--- src/rtl/dat_mem_arbiter_if.sv ---
// One requester port of the dat_mem arbiter: request/command bundle toward the arbiter
// and grant/read-data return toward the requester.
interface dat_mem_arbiter_if #(
  parameter int AW = 8,
  parameter int DW = 8
);
  logic          req;
  logic          we;
  logic          lock;
  logic [AW-1:0] addr;
  logic [DW-1:0] wdata;
  logic          gnt;
  logic          rvalid;
  logic [DW-1:0] rdata;

  modport master (
    output req, we, lock, addr, wdata,
    input  gnt, rvalid, rdata
  );

  modport slave (
    input  req, we, lock, addr, wdata,
    output gnt, rvalid, rdata
  );
endinterface

--- src/rtl/dat_mem_arbiter.sv ---
// Two-port round-robin arbiter in front of the single-port dat_mem, with a bounded
// ownership lock so one port can issue multi-access sequences without interleaving.
module dat_mem_arbiter #(
  parameter int AW       = 8,
  parameter int DW       = 8,
  parameter int MAX_LOCK = 16
) (
  input  logic          clk_i,
  input  logic          reset_i,
  dat_mem_arbiter_if.slave p0,
  dat_mem_arbiter_if.slave p1,
  output logic [AW-1:0] mem_addr_o,
  output logic          mem_rd_o,
  output logic          mem_wr_o,
  output logic [DW-1:0] mem_din_o,
  input  logic [DW-1:0] mem_dout_i
);

  localparam int CTW = $clog2(MAX_LOCK) + 1;
  localparam logic [CTW-1:0] CT_LIMIT = CTW'(MAX_LOCK - 1);

  typedef enum logic [1:0] {
    IDLE  = 2'd0,
    LOCK0 = 2'd1,
    LOCK1 = 2'd2
  } state_e;

  state_e         state_q, state_d, target_s;
  logic           rr_last_q, rr_last_d;
  logic [CTW-1:0] lock_ct_q, lock_ct_d;
  logic           gnt0_raw_s, gnt1_raw_s;
  logic           gnt0_s, gnt1_s, any_gnt_s;
  logic           win_lock_s, other_req_s;
  logic           rvalid0_q, rvalid0_d, rvalid1_q, rvalid1_d;
  logic [DW-1:0]  rdata0_q, rdata0_d, rdata1_q, rdata1_d;

  // Grant selection: round-robin when idle, owner-only while locked
  always_comb begin
    gnt0_raw_s = 1'b0;
    gnt1_raw_s = 1'b0;
    case (state_q)
      IDLE: begin
        if (p0.req && p1.req) begin
          gnt0_raw_s = rr_last_q;
          gnt1_raw_s = ~rr_last_q;
        end else begin
          gnt0_raw_s = p0.req;
          gnt1_raw_s = p1.req;
        end
      end
      LOCK0:   gnt0_raw_s = p0.req;
      LOCK1:   gnt1_raw_s = p1.req;
      default: begin
        gnt0_raw_s = 1'b0;
        gnt1_raw_s = 1'b0;
      end
    endcase
  end

  assign gnt0_s    = gnt0_raw_s & ~reset_i;
  assign gnt1_s    = gnt1_raw_s & ~reset_i;
  assign any_gnt_s = gnt0_s | gnt1_s;

  // Memory command mux from the winning port; all-zero when nothing is granted
  always_comb begin
    mem_addr_o = '0;
    mem_din_o  = '0;
    mem_wr_o   = 1'b0;
    mem_rd_o   = 1'b0;
    if (gnt0_s) begin
      mem_addr_o = p0.addr;
      mem_din_o  = p0.wdata;
      mem_wr_o   = p0.we;
      mem_rd_o   = ~p0.we;
    end else if (gnt1_s) begin
      mem_addr_o = p1.addr;
      mem_din_o  = p1.wdata;
      mem_wr_o   = p1.we;
      mem_rd_o   = ~p1.we;
    end else begin
      mem_addr_o = '0;
      mem_din_o  = '0;
    end
  end

  assign win_lock_s  = gnt1_s ? p1.lock : p0.lock;
  assign other_req_s = gnt1_s ? p0.req  : p1.req;

  // Ownership FSM, round-robin pointer and starvation counter
  always_comb begin
    state_d   = state_q;
    rr_last_d = rr_last_q;
    lock_ct_d = lock_ct_q;
    target_s  = state_q;
    if (any_gnt_s) begin
      rr_last_d = gnt1_s;
      if ((lock_ct_q == CT_LIMIT) || !win_lock_s) begin
        target_s = IDLE;
      end else begin
        target_s = gnt1_s ? LOCK1 : LOCK0;
      end
      state_d = target_s;
      // The grant that opens a lock already counts against the waiting port
      if (target_s == IDLE) begin
        lock_ct_d = '0;
      end else if (target_s != state_q) begin
        lock_ct_d = other_req_s ? CTW'(1) : '0;
      end else if (other_req_s) begin
        lock_ct_d = lock_ct_q + CTW'(1);
      end else begin
        lock_ct_d = lock_ct_q;
      end
    end else begin
      case (state_q)
        LOCK0: begin
          if (!p0.lock && !p0.req) begin
            state_d   = IDLE;
            lock_ct_d = '0;
          end else begin
            state_d = LOCK0;
          end
        end
        LOCK1: begin
          if (!p1.lock && !p1.req) begin
            state_d   = IDLE;
            lock_ct_d = '0;
          end else begin
            state_d = LOCK1;
          end
        end
        default: state_d = state_q;
      endcase
    end
  end

  // Read return path: capture combinational memory data on a read grant
  always_comb begin
    rvalid0_d = gnt0_s & ~p0.we;
    rvalid1_d = gnt1_s & ~p1.we;
    if (rvalid0_d) begin
      rdata0_d = mem_dout_i;
    end else begin
      rdata0_d = rdata0_q;
    end
    if (rvalid1_d) begin
      rdata1_d = mem_dout_i;
    end else begin
      rdata1_d = rdata1_q;
    end
  end

  // State and read-return registers
  always_ff @(posedge clk_i) begin
    if (reset_i) begin
      state_q   <= IDLE;
      rr_last_q <= 1'b1;
      lock_ct_q <= '0;
      rvalid0_q <= 1'b0;
      rvalid1_q <= 1'b0;
      rdata0_q  <= '0;
      rdata1_q  <= '0;
    end else begin
      state_q   <= state_d;
      rr_last_q <= rr_last_d;
      lock_ct_q <= lock_ct_d;
      rvalid0_q <= rvalid0_d;
      rvalid1_q <= rvalid1_d;
      rdata0_q  <= rdata0_d;
      rdata1_q  <= rdata1_d;
    end
  end

  // A read granted just before reset must not report valid during the reset cycle
  assign p0.gnt    = gnt0_s;
  assign p1.gnt    = gnt1_s;
  assign p0.rvalid = rvalid0_q & ~reset_i;
  assign p1.rvalid = rvalid1_q & ~reset_i;
  assign p0.rdata  = rdata0_q;
  assign p1.rdata  = rdata1_q;

endmodule

--- src/flat_wrapper.sv ---
// flat-port wrapper written by rule: the top's interface ports become plain ports
module dat_mem_arbiter_flat 
#(
  parameter int AW       = 8,
  parameter int DW       = 8,
  parameter int MAX_LOCK = 16
)
  (clk_i, reset_i, mem_addr_o, mem_rd_o, mem_wr_o, mem_din_o, mem_dout_i, p0_req, p0_we, p0_lock, p0_addr, p0_wdata, p0_gnt, p0_rvalid, p0_rdata, p1_req, p1_we, p1_lock, p1_addr, p1_wdata, p1_gnt, p1_rvalid, p1_rdata);
  dat_mem_arbiter_if #(.AW(AW), .DW(DW)) p0_i ();
  dat_mem_arbiter_if #(.AW(AW), .DW(DW)) p1_i ();
  input  logic clk_i;
  input  logic reset_i;
  output logic [AW-1:0] mem_addr_o;
  output logic mem_rd_o;
  output logic mem_wr_o;
  output logic [DW-1:0] mem_din_o;
  input  logic [DW-1:0] mem_dout_i;
  input wire logic [$bits(p0_i.req)-1:0] p0_req;
  input wire logic [$bits(p0_i.we)-1:0] p0_we;
  input wire logic [$bits(p0_i.lock)-1:0] p0_lock;
  input wire logic [$bits(p0_i.addr)-1:0] p0_addr;
  input wire logic [$bits(p0_i.wdata)-1:0] p0_wdata;
  output wire logic [$bits(p0_i.gnt)-1:0] p0_gnt;
  output wire logic [$bits(p0_i.rvalid)-1:0] p0_rvalid;
  output wire logic [$bits(p0_i.rdata)-1:0] p0_rdata;
  input wire logic [$bits(p1_i.req)-1:0] p1_req;
  input wire logic [$bits(p1_i.we)-1:0] p1_we;
  input wire logic [$bits(p1_i.lock)-1:0] p1_lock;
  input wire logic [$bits(p1_i.addr)-1:0] p1_addr;
  input wire logic [$bits(p1_i.wdata)-1:0] p1_wdata;
  output wire logic [$bits(p1_i.gnt)-1:0] p1_gnt;
  output wire logic [$bits(p1_i.rvalid)-1:0] p1_rvalid;
  output wire logic [$bits(p1_i.rdata)-1:0] p1_rdata;
  assign p0_i.req = p0_req;
  assign p0_i.we = p0_we;
  assign p0_i.lock = p0_lock;
  assign p0_i.addr = p0_addr;
  assign p0_i.wdata = p0_wdata;
  assign p0_gnt = p0_i.gnt;
  assign p0_rvalid = p0_i.rvalid;
  assign p0_rdata = p0_i.rdata;
  assign p1_i.req = p1_req;
  assign p1_i.we = p1_we;
  assign p1_i.lock = p1_lock;
  assign p1_i.addr = p1_addr;
  assign p1_i.wdata = p1_wdata;
  assign p1_gnt = p1_i.gnt;
  assign p1_rvalid = p1_i.rvalid;
  assign p1_rdata = p1_i.rdata;
  dat_mem_arbiter #(.AW(AW), .DW(DW), .MAX_LOCK(MAX_LOCK)) u_core (.clk_i(clk_i), .reset_i(reset_i), .p0(p0_i), .p1(p1_i), .mem_addr_o(mem_addr_o), .mem_rd_o(mem_rd_o), .mem_wr_o(mem_wr_o), .mem_din_o(mem_din_o), .mem_dout_i(mem_dout_i));
endmodule
--- config.mk ---
export PLATFORM = sky130hd
export DESIGN_NAME = dat_mem_arbiter_flat
export DESIGN_NICKNAME = d
export VERILOG_FILES = /design/src/rtl/dat_mem_arbiter_if.sv /design/src/rtl/dat_mem_arbiter.sv /design/src/flat_wrapper.sv
export SDC_FILE = /design/constraint.sdc
export NUM_CORES = 1
export LEC_CHECK = 0
export BUFFER_PORTS_ARGS = -buffer_cell sky130_fd_sc_hd__buf_2
export CAP_MARGIN = 20
export CORE_MARGIN = 4
export CORE_UTILIZATION = 44
export DETAILED_ROUTE_END_ITERATION = 8
export PLACE_DENSITY = 0.8
export SKIP_LAST_GASP = 1
export SYNTH_ARGS = -nofsm -noshare
export SYNTH_HDL_FRONTEND = slang
export SYNTH_SLANG_ARGS = --single-unit
--- constraint.sdc ---
create_clock -name clk_i -period 2.9 [get_ports clk_i]
set_input_delay 0.29 -clock clk_i [delete_from_list [all_inputs] [get_ports clk_i]]
set_output_delay 0.29 -clock clk_i [all_outputs]
set_load 0.03 [all_outputs]
Yosys cells after proc, flatten, opt, wreduce, memory -nomap -nowiden
Index checks and enable logic that the tools add are counted.

cells by class
  $add $sub $neg = 1
  equality and inequality tests = 7
  mux-type cells = 29
  bitwise gates (word level) = 11
  reduce and logical (&&, ||, !) cells = 13

operator list
  kind                   number
  $mux W8                4
  $mux W5                6
  $mux W1                10
  $mux W2                5
  $pmux W5 S2            1
  $and A1 B1 Y1          6
  $ne A3 B1 Y1 const B   2
  $add A5 B1 Y5 const B  1
  $eq A5 B4 Y1 const B   1
  $logic_not A1 Y1       5
  $logic_not A2 Y1       2
  $ne A4 B4 Y1 const B   1
  $not A1 Y1             4
  $pmux W1 S2            2
  $pmux W2 S2            1
  $reduce_and A4 Y1      1
  $logic_and A1 B1 Y1    3
  $reduce_bool A3 Y1     1
  $eq A2 B1 Y1 const B   1
  $eq A2 B2 Y1 const B   1
  $ne A2 B2 Y1           1
  $logic_or A1 B1 Y1     1
  $or A1 B1 Y1           1

word-level totals
  register bits after elaboration = 26
  input port bits = 48
  output and inout bits = 38
  word-level logic and storage cells = 68

Depth between registers and ports, before layout
  depth after elaboration = 13
  gate-level depth with buffers = 10
  mapped depth without buffers = 8

Least setup slack after synthesis
Ideal clock, no wire load.

  path kind = reg2out
  from = register u_core.state_q[0]
  to = output port mem_addr_o[6]
  data arrival time = 2296 ps
  required time = 2610 ps
  setup slack = 314 ps
  stages on the path, launching flop included = 9
  path buffers = 2
  path through = dfxtp_1 -> inv_1 -> ha_1 -> a21boi_1 -> o21a_1 -> buf_6 -> clkbuf_1 -> nand2_1 -> o21ai_0

on the way
  word-level cells in the longest chain between the ends = 5
  elaborated cells on any way between the ends = 9
  those cells by class = eq/ne: 2; mux: 4; bitwise: 2; reduce/logical: 1

RTL lines
  element                                           RTL line                source
  from (decl)                                       dat_mem_arbiter.sv:28   state_e state_q, state_d, target_s;
  from (signal assigned)                            dat_mem_arbiter.sv:163  state_q <= state_d;
  $eq A2 B2 Y1 or $logic_not A2 Y1 (tied branches)  dat_mem_arbiter.sv:41   case (state_q)
  $pmux W1 S2 (*)                                   dat_mem_arbiter.sv:41
  $and A1 B1 Y1 (*)                                 dat_mem_arbiter.sv:61   assign gnt1_s = gnt1_raw_s & ~reset_i;
  named net p1_gnt                                  flat_wrapper.sv:31      output wire logic [$bits(p1_i.gnt)-1:0] p1_gnt;
  $mux W8 (*)                                       dat_mem_arbiter.sv:75   end else if (gnt1_s) begin
  $mux W8 (*)                                       dat_mem_arbiter.sv:70   if (gnt0_s) begin
  to (decl)                                         flat_wrapper.sv:13      output logic [AW-1:0] mem_addr_o;

Mark *: on every way through the listed nets, which the timed path passes. The rest lies on a longest branch.

Worst setup path in the final report
  from = register u_core.state_q[1]
  to = output port mem_rd_o

on the way
  word-level cells in the longest chain between the ends = 5
  elaborated cells on any way between the ends = 9
  those cells by class = eq/ne: 2; mux: 4; bitwise: 2; reduce/logical: 1

RTL lines
  element                                           RTL line               source
  $eq A2 B2 Y1 or $logic_not A2 Y1 (tied branches)  dat_mem_arbiter.sv:41
  $pmux W1 S2                                       dat_mem_arbiter.sv:41
  $and A1 B1 Y1                                     dat_mem_arbiter.sv:61
  $mux W1                                           dat_mem_arbiter.sv:75
  $mux W1 (*)                                       dat_mem_arbiter.sv:70
  to (decl)                                         flat_wrapper.sv:14     output logic mem_rd_o;

Mark *: on every way between the ends. The rest lies on a longest branch, timed or not.

==> impl_metrics.py <==
metrics = {
    "global_routing": {
        "first_global_vias": 1476,
        "grt_max_degree": 37,
        "overflow": 0,
        "antenna_found_initial": 0,
        "wire_length_of_the_first_global_routing_pass_um": 6180,
        "track_usage": 0.175,
    },
    "final_layout": {
        "post_layout_nonfiller_instances": 345,
        "n_fill_cell": 359,
        "final_net_count": 353,
        "final_layout_size_suffix_gt1_frac": 0.328,
        "area_growth_syn_to_layout_pct": 35.5,
        "diodes": 0,
    },
    "routing": {
        "wirelength_um": 3980,
        "drt_first_pass_iters": 4,
        "drcViolationCount": 0,
        "ant_nets": 0,
        "via_count": 1727,
        "route.detailed.vias_per_inst": 5.01,
        "routedWlPerCell_um": 11.5,
        "first_iter_violations": 85,
    },
    "die": {
        "floorplan.core_area_um2": 3340,
        "die_area_um2": 4430,
        "die_height_um": 66.6,
        "std_cell_rows": 21,
        "io-pin-count": 86,
        "floorplan.initialDensity": 0.453,
        "x_dimension_of_the_die_um": 66.6,
    },
    "synth": {
        "synthArstFlopShare": 0,
        "mappedNetlistNets": 268,
        "synth_cell_types": 39,
        "synth.avg_cell_area_um2": 7.02,
        "post-synth-top-count-cell": "sky130_fd_sc_hd__nand2_1",
        "netlist_area_um2": 1510,
        "number_of_enable_type_register_cells_in_the_synthesized_netlist": 0,
        "synth_largest_type_area_fraction": 0.345,
        "yosys_register_bits": 26,
        "synth_seq_area_share": 0.345,
        "cell_type_with_the_largest_total_area_after_synthesis": "sky130_fd_sc_hd__dfxtp_1",
        "synth_common_cells": "sky130_fd_sc_hd__nand2_1, sky130_fd_sc_hd__o21ai_0, sky130_fd_sc_hd__dfxtp_1",
        "ys.warnings.count": 0,
        "syn_inst": 215,
        "synth_ff_type": "sky130_fd_sc_hd__dfxtp_1",
        "netlist_top_cells_area": "sky130_fd_sc_hd__dfxtp_1, sky130_fd_sc_hd__nand2_1, sky130_fd_sc_hd__o21ai_0, sky130_fd_sc_hd__ha_1, sky130_fd_sc_hd__nand2b_1",
    },
    "timing": {
        "fin_worst_hold_slack_ps": 168,
        "timing.final.crit_period_ps": 2550,
        "slew_headroom": 0.585,
        "slew_viol_final": 0,
        "fin_worst_skew_ps": 9.72,
        "rsz0062_at_grt": "no",
        "setup_total_negative_slack_ps": 0,
        "finalHoldViolCount": 0,
        "layout_worst_path_cycle_share": 0.879,
        "setup_violations_final": 0,
        "fmaxAchievable_ghz": 0.392,
        "worst_slew_pin_slew_ps": 620,
    },
    "worst_setup_path": {
        "cp_cell_sequence": "inv_1 -> ha_1 -> a21boi_1 -> o21a_1 -> buf_4 -> nand2b_1 -> buf_4 -> o21bai_1 -> buf_2",
        "slowest_delay_ps": 360,
        "critPathKind": "flip-flop to primary output",
        "timing.critical_path.to_type": "primary output",
        "worst-path-buf-inv": 4,
        "critical_path.slowest_cell": "sky130_fd_sc_hd__dfxtp_1",
        "worstPathMaxFanout": 26,
        "critical_path_arrival_ps": 2260,
        "crit_family": "buffers and inverters",
        "critPathMostFrequentCell": "sky130_fd_sc_hd__buf_4",
        "required_ps": 2610,
        "critPathLaunchType": "flip-flop",
    },
    "clock_tree": {
        "cts.clk_slew.worst_paths_ps": 140,
        "clock_latency_ps": 320,
        "cts_hold_buffers": 0,
        "post_cts.repair.setup_buffers": 0,
        "cts.sinks": 26,
        "root_buffer": "sky130_fd_sc_hd__clkbuf_4",
        "cts.htree.levels": 1,
        "cts.repair.resized": 0,
        "tritoncts_clock_tree": "yes",
        "cts-root-to-sink-buffers": 2,
        "cts_inserted_buffers": 3,
    },
    "job": {
        "cap_violations": 0,
    },
    "power_and_ir_drop": {
        "power.leakage_uw": 0.000946,
        "power.ir.vdd_worst_mv": 0.452,
        "power_density_nw_per_um2": 463,
    },
    "place": {
        "dp.final_hpwl_um": 3100,
        "finalWeightedCongestion": 0.886,
        "io_buffers": 85,
        "post-place-cells": 341,
    },
    "min_path": {
        "hold_path.class": "input pin to flip-flop",
    },
    "status": {
        "status": "finished, final reports clean",
    },
}
-- tightest hold or removal path, delay by kind of cell --
kind	cells	cell delay, ps
simple gates	1	40
compound gates	1	50
buf+inv	1	90
-- metal layers --
metal | track usage | up-vias | wire (um)
li1 | - | 900 | -
met1 | 0.217 | 757 | 1720
met2 | 0.296 | 64 | 1860
met3 | 0.0422 | 6 | 373
met4 | 0.0533 | 0 | 28
met5 | 0 | - | 0
-- logic make-up after synthesis --
group / Yosys count / share of synthesized area
and+or+nand+nor: 105 / 0.306
AOI/OAI and AO/OA: 60 / 0.244
DFF: 26 / 0.345
buffers and inverters: 16 / 0.0447
adders and majority gates: 5 / 0.0414
muxes: 2 / 0.0133
xor gates and xnor gates: 1 / 0.00580
-- path summary, 6_finish.rpt --
kind / cells after the start / end / slack [ps] / startpoint
setup reg to reg: 8 / u_core.lock_ct_q[3] / 410 / u_core.state_q[0]
hold reg to reg: 2 / u_core.p1.rdata[2] / 460 / u_core.p1.rdata[2]
hold / removal: 3 / u_core.p0.rdata[7] / 170 / mem_dout_i[7]
setup / recovery: 9 / mem_rd_o / 350 / u_core.state_q[1]
-- area by class of cell --
cell class / count / area [um2] / share of cell area
tap: 46 / 57.6 / 0.0281
clock inverter: 1 / 30.0 / 0.0147
timing repair buffer: 91 / 470 / 0.230
inverter: 5 / 18.8 / 0.00917
clock buffer: 3 / 22.5 / 0.0110
sequential: 26 / 520 / 0.254
multi-input combinational: 173 / 927 / 0.453
-- report_power, final --
group	internal, uW	switching [uW]
registers	376	10.5
clock network	140	106
logic	111	205
total	627	321
-- flip-flops by register name, indices dropped and copies added (netlist names) --
signal,flops
u_core.rvalid0_q,1
u_core.state_q,2
u_core.p0.rdata,8
u_core.rvalid1_q,1
u_core.rr_last_q,1
u_core.p1.rdata,8
u_core.lock_ct_q,5
-- through the flow --
stage | power [uW] | cell area, um2 | setup slack (ps) | utilization
after floorplan | 603 | 1510 | 314 | -
after global placement | 705 | 1990 | 588 | 0.598
after detailed placement | 710 | 1990 | 451 | 0.598
after CTS | 957 | 2050 | 339 | 0.613
after global routing | 1000 | 2050 | 143 | 0.613
final | 948 | 2050 | 351 | 0.613
-- cells in the final DEF (no fill, tap or decap), types with 2 or more instances in the layout --
cell type and count:
sky130_fd_sc_hd__buf_2 85, sky130_fd_sc_hd__nand2_1 68, sky130_fd_sc_hd__o21ai_0 29, sky130_fd_sc_hd__dfxtp_1 26
sky130_fd_sc_hd__nand2b_1 10, sky130_fd_sc_hd__nor2_1 10, sky130_fd_sc_hd__a21oi_1 10, sky130_fd_sc_hd__buf_4 6
sky130_fd_sc_hd__ha_1 5, sky130_fd_sc_hd__inv_1 4, sky130_fd_sc_hd__nand3_1 4, sky130_fd_sc_hd__nor2b_1 3
sky130_fd_sc_hd__o21ai_1 3, sky130_fd_sc_hd__nor3_1 3, sky130_fd_sc_hd__clkbuf_4 3, sky130_fd_sc_hd__o22a_1 2
sky130_fd_sc_hd__mux2i_1 2, sky130_fd_sc_hd__a31oi_1 2
Note: power is estimated with default switching activity, not from simulation.
